==> config.mk <==
export PLATFORM = sky130hd
export DESIGN_NAME = sc_statemachine_shifter
export DESIGN_NICKNAME = d
export VERILOG_FILES = /design/src/rtl/sc_statemachine_shifter.sv
export SDC_FILE = /design/constraint.sdc
export NUM_CORES = 1
export LEC_CHECK = 0
export ABC_CLOCK_PERIOD_IN_PS = 2430
export CAP_MARGIN = 10
export CORE_UTILIZATION = 45
export DETAILED_ROUTE_END_ITERATION = 12
export PLACE_DENSITY = 0.75
export SETUP_SLACK_MARGIN = 0.3
export SYNTH_ARGS = -nofsm -noshare
export SYNTH_HDL_FRONTEND = slang
export SYNTH_SLANG_ARGS = --single-unit
==> constraint.sdc <==
create_clock -name SC_STATEMACHINE_CLOCK_50 -period 2.43 [get_ports SC_STATEMACHINE_CLOCK_50]
set_input_delay 0.6075 -clock SC_STATEMACHINE_CLOCK_50 [delete_from_list [all_inputs] [get_ports SC_STATEMACHINE_CLOCK_50]]
set_output_delay 0.6075 -clock SC_STATEMACHINE_CLOCK_50 [all_outputs]
set_load 0.005 [all_outputs]
==> src/rtl/sc_statemachine_shifter.sv <==
// Control FSM for the 8-bit shift register: clears it, loads the switch
// pattern, then sweeps the pattern left and right at a prescaled pace.
// Outputs are registered and always equal the decode of the state register.
module sc_statemachine_shifter #(
  parameter int DATAWIDTH      = 8,
  parameter int PRESCALE_COUNT = 4,
  parameter int PRESCALE_WIDTH = 24
) (
  input  logic       SC_STATEMACHINE_CLOCK_50,
  input  logic       SC_STATEMACHINE_RESET_InLow,
  input  logic       SC_STATEMACHINE_start_InLow,
  input  logic       SC_STATEMACHINE_stop_InLow,
  input  logic       SC_STATEMACHINE_repeat_In,
  output logic       SC_STATEMACHINE_clear_OutLow,
  output logic       SC_STATEMACHINE_load_OutLow,
  output logic [1:0] SC_STATEMACHINE_shiftselection_Out,
  output logic       SC_STATEMACHINE_busy_Out,
  output logic       SC_STATEMACHINE_done_Out
);

  localparam int STEP_W = (DATAWIDTH > 1) ? $clog2(DATAWIDTH) : 1;
  localparam logic [STEP_W-1:0]         STEP_LAST  = STEP_W'(DATAWIDTH - 2);
  localparam logic [PRESCALE_WIDTH-1:0] PRESC_LAST = PRESCALE_WIDTH'(PRESCALE_COUNT - 1);

  typedef enum logic [2:0] {
    S_IDLE,
    S_CLR,
    S_LOAD,
    S_WAITL,
    S_SHL,
    S_WAITR,
    S_SHR,
    S_DONE
  } state_t;

  typedef struct packed {
    logic       clear_n;
    logic       load_n;
    logic [1:0] sel;
    logic       busy;
    logic       done;
  } out_t;

  state_t                    state_q, state_d;
  logic [PRESCALE_WIDTH-1:0] presc_q, presc_d;
  logic [STEP_W-1:0]         step_q, step_d;
  logic                      start_q, start_d;
  out_t                      out_q, out_d;
  logic                      start_fall;

  // Moore output decode; registered from the next state so the output flops
  // always mirror the state register.
  function automatic out_t decode(input state_t s);
    out_t o;
    o = '{clear_n: 1'b1, load_n: 1'b1, sel: 2'b00, busy: 1'b1, done: 1'b0};
    unique case (s)
      S_IDLE:  o.busy    = 1'b0;
      S_CLR:   o.clear_n = 1'b0;
      S_LOAD:  o.load_n  = 1'b0;
      S_SHL:   o.sel     = 2'b01;
      S_SHR:   o.sel     = 2'b10;
      S_DONE:  o.done    = 1'b1;
      default: ;
    endcase
    return o;
  endfunction

  assign start_fall = start_q & ~SC_STATEMACHINE_start_InLow;

  // Next-state, prescaler and step-counter logic; stop overrides everything
  // except reset, and start is only honoured from IDLE with stop released.
  always_comb begin
    state_d = state_q;
    presc_d = presc_q;
    step_d  = step_q;
    start_d = SC_STATEMACHINE_start_InLow;
    if ((state_q != S_IDLE) && !SC_STATEMACHINE_stop_InLow) begin
      state_d = S_IDLE;
      presc_d = '0;
      step_d  = '0;
    end else begin
      unique case (state_q)
        S_IDLE: begin
          if (start_fall && SC_STATEMACHINE_stop_InLow) state_d = S_CLR;
        end
        S_CLR: state_d = S_LOAD;
        S_LOAD: begin
          state_d = S_WAITL;
          step_d  = '0;
          presc_d = '0;
        end
        S_WAITL, S_WAITR: begin
          if (presc_q == PRESC_LAST) begin
            presc_d = '0;
            state_d = (state_q == S_WAITL) ? S_SHL : S_SHR;
          end else begin
            presc_d = presc_q + PRESCALE_WIDTH'(1);
          end
        end
        S_SHL: begin
          if (step_q == STEP_LAST) begin
            step_d  = '0;
            state_d = S_WAITR;
          end else begin
            step_d  = step_q + STEP_W'(1);
            state_d = S_WAITL;
          end
        end
        S_SHR: begin
          if (step_q == STEP_LAST) begin
            step_d  = '0;
            state_d = SC_STATEMACHINE_repeat_In ? S_WAITL : S_DONE;
          end else begin
            step_d  = step_q + STEP_W'(1);
            state_d = S_WAITR;
          end
        end
        S_DONE:  state_d = S_IDLE;
        default: state_d = S_IDLE;
      endcase
    end
    out_d = decode(state_d);
  end

  // State, counters, start history and output registers with synchronous
  // active-low reset back to IDLE.
  always_ff @(posedge SC_STATEMACHINE_CLOCK_50) begin
    if (!SC_STATEMACHINE_RESET_InLow) begin
      state_q <= S_IDLE;
      presc_q <= '0;
      step_q  <= '0;
      start_q <= 1'b1;
      out_q   <= decode(S_IDLE);
    end else begin
      state_q <= state_d;
      presc_q <= presc_d;
      step_q  <= step_d;
      start_q <= start_d;
      out_q   <= out_d;
    end
  end

  assign SC_STATEMACHINE_clear_OutLow       = out_q.clear_n;
  assign SC_STATEMACHINE_load_OutLow        = out_q.load_n;
  assign SC_STATEMACHINE_shiftselection_Out = out_q.sel;
  assign SC_STATEMACHINE_busy_Out           = out_q.busy;
  assign SC_STATEMACHINE_done_Out           = out_q.done;

endmodule

==> results.sh <==
export IMPL_synth_main_ff_cell="dfxtp_1"
export IMPL_drcViolationCount=0
export IMPL_die_w_um=71.1
export IMPL_fin_crit_sh_pct=81.2
export IMPL_synth_edff_count=0
export IMPL_grt_overflow=0
export IMPL_path_cells="and3b_1 -> nor2_1 -> nand2_1 -> o31ai_1 -> o2bb2ai_1"
export IMPL_ys_top_cells_by_area="dfxtp_1 (34%), a31oi_1 (5.0%), nand2_1 (3.8%)"
export IMPL_crit_buf_inv=0
export IMPL_power_uw=1120
export IMPL_timing_fmax_mhz=507
export IMPL_clock_sinks=37
export IMPL_dr_pass1_iters=5
export IMPL_grt_setup_unrepaired="false"
export IMPL_finClkSkew_ns=0.00366
export IMPL_insertedDiodeCount=0
export IMPL_timing_slew_headroom_pct=57.0
export IMPL_dieHeight_um=71.1
export IMPL_ctsResizeCount=0
export IMPL_cts_max_path_buffers=2
export IMPL_critPathRequiredTime_ns=2.65
export IMPL_final_hold_viol_count=0
export IMPL_drv_cap=0
export IMPL_drt_iter0_drc=176
export IMPL_fp_row_count=24
export IMPL_path_max_fanout=12
export IMPL_root_buffer="clkbuf_8"
export IMPL_synth_largest_area_cell="dfxtp_1"
export IMPL_power_density_mw_per_mm2=459
export IMPL_die_area_mm2=0.00505
export IMPL_ir_drop_mv=0.294
export IMPL_synth_area_mm2=0.00215
export IMPL_drt_vias_per_instance=6.30
export IMPL_finalSetupTns_ns=0
export IMPL_gp_congestion=0.857
export IMPL_synth_area_per_cell_um2=8.29
export IMPL_fin_nets=280
export IMPL_final_cell_mix="dfxtp_1 (37), nand2_1 (22), a31oi_1 (17)"
export IMPL_slowest_stage="dfxtp_1"
export IMPL_core_mm2=0.00447
export IMPL_tritoncts="done"
export IMPL_ys_warn_count=0
export IMPL_ys_seq_elements=37
export IMPL_place_hpwl_um=3650
export IMPL_layout_min_cycle_time_ns=1.97
export IMPL_portBuffers=10
export IMPL_syn_nets=265
export IMPL_grt_pass1_vias=1799
export IMPL_max_slew_worst_pin_slew_ns=0.644
export IMPL_syn_to_final_growth_pct=13.2
export IMPL_clkTransAtPathRegs_ns=0.07
export IMPL_grt_pass1_wl_um=8470
export IMPL_worst_hold_path_type="register to register"
export IMPL_finalSetupViolCount=0
export IMPL_numCtsBuffers=5
export IMPL_drv_slew=0
export IMPL_routed_wl_um=5070
export IMPL_initial_utilization_pct=48.0
export IMPL_cts_setup_buffers=0
export IMPL_wl_per_cell_um=15.6
export IMPL_ys_types=60
export IMPL_clock_latency_ns=0.29
export IMPL_fill_cells=426
export IMPL_yosysSeqAreaShare_pct=34.5
export IMPL_crit_arrival_ns=2.20
export IMPL_status="finished, final reports clean"
export IMPL_cpPeakStageDelay_ns=0.60
export IMPL_synth_top_area_share_pct=34.5
export IMPL_synth_async_reset_ratio_pct=0
export IMPL_worstSetupStartpointType="register"
export IMPL_crit_path_end_kind="register"
export IMPL_layout_commonest_cell="dfxtp_1"
export IMPL_grt_antenna_before_repair=0
export IMPL_cts_hold_buf=0
export IMPL_fin_util_pct=54.4
export IMPL_p_leak_uw=0.000820
export IMPL_grtUsageTotal_pct=21.1
export IMPL_drive_gt1_share_pct=12.8
export IMPL_whs_ns=0.496
export IMPL_critical_path_class="register to register"
export IMPL_postRouteAntennaNets=0
export IMPL_syn_inst=259
export IMPL_ctsHtreeMaxLevel=2
export IMPL_vias=2055
export IMPL_final_cell_count_no_fill=326
export IMPL_path_delay_family="simple AND/OR/NAND/NOR gates"
export IMPL_grt_max_degree=22
export IMPL_dp_cells=319
export IMPL_ios=11
==> state kept, by name (all words and copies together) (netlist names) <==
| register | count |
|---|---|
| SC_STATEMACHINE_busy_Out | 1 |
| SC_STATEMACHINE_clear_OutLow | 1 |
| SC_STATEMACHINE_done_Out | 1 |
| SC_STATEMACHINE_load_OutLow | 1 |
| SC_STATEMACHINE_shiftselection_Out | 2 |
| presc_q | 24 |
| start_q | 1 |
| state_q | 3 |
| step_q | 3 |
==> power by group <==
part           leakage (µW)  internal (µW)  switching (µW)  total [µW]
clock             0.0000443            225             208         433
combinational      0.000477           27.8            40.0        67.8
sequential         0.000299            610            5.46         615
==> synth_stat cells, types with 3 or more instances <==
| master | number |
|---|---|
| nand3_1 | 11 |
| a31oi_1 | 17 |
| dfxtp_1 | 37 |
| o2111ai_1 | 3 |
| and3_1 | 3 |
| nand2_1 | 22 |
| clkbuf_1 | 3 |
| and2_1 | 9 |
| nand2b_1 | 3 |
| a211oi_1 | 3 |
| xor2_1 | 4 |
| nor2_1 | 13 |
| a21oi_1 | 7 |
| or3_1 | 9 |
| inv_1 | 10 |
| nand4_1 | 8 |
| or4_1 | 3 |
| nor4_1 | 3 |
| buf_2 | 6 |
| and4_1 | 3 |
| nor3b_1 | 3 |
| nor4_2 | 4 |
| o31ai_1 | 5 |
| nor3_1 | 13 |
| o21ai_0 | 14 |
==> worst reg2reg max path: cells and delay by family, from the launching register on <==
kind             cells  cell delay [ns]
flip-flops           1             0.60
AO/OA/AOI/OAI        2             0.27
AND/OR/NAND/NOR      3             1.04
==> area by class of cell <==
| class | instances | area, µm² | area share (%) |
|---|---|---|---|
| Multi-Input combinational cell | 200 | 1330 | 54.6 |
| Sequential cell | 37 | 741 | 30.5 |
| Timing Repair Buffer | 20 | 175 | 7.20 |
| Clock buffer | 7 | 86.3 | 3.55 |
| Tap cell | 52 | 65.1 | 2.67 |
| Inverter | 10 | 37.5 | 1.54 |
==> logic make-up after synthesis <==
kind of cell | synth area share (%)
muxes | 0.932
and+or+nand+nor | 33.7
xor gates and xnor gates | 2.04
adders and majority gates | 0.582
buffers and inverters | 4.89
DFF | 34.5
AOI/OAI and AO/OA | 23.4
==> through the flow <==
stage | instance area, µm² | worst slack (ns)
floorplan | 2150 | 0.719
global route | 2430 | 0.330
global placement | 2320 | 0.203
finish | 2430 | 0.458
CTS | 2410 | 0.371
detailed placement | 2320 | 0.123
==> path summary, 6_finish.rpt <==
| path | from | to | slack, ns | cells past startpoint |
|---|---|---|---|---|
| worst max register to register | state_q[1] | presc_q[17] | 0.46 | 5 |
| worst min register to register | presc_q[22] | presc_q[22] | 0.50 | 1 |
| worst max-delay path | state_q[1] | presc_q[17] | 0.46 | 5 |
| worst min-delay path | presc_q[22] | presc_q[22] | 0.50 | 1 |
==> routing by layer <==
| metal | up-vias | global-route usage, % | routed length [µm] |
|---|---|---|---|
| met1 | 950 | 29.9 | 2400 |
| li1 | 1021 | - | - |
| met3 | 11 | 3.99 | 324 |
| met2 | 73 | 31.5 | 2250 |
| met5 | - | 0 | 0 |
| met4 | 0 | 8.22 | 107 |
(Power assumes the default switching activity.)
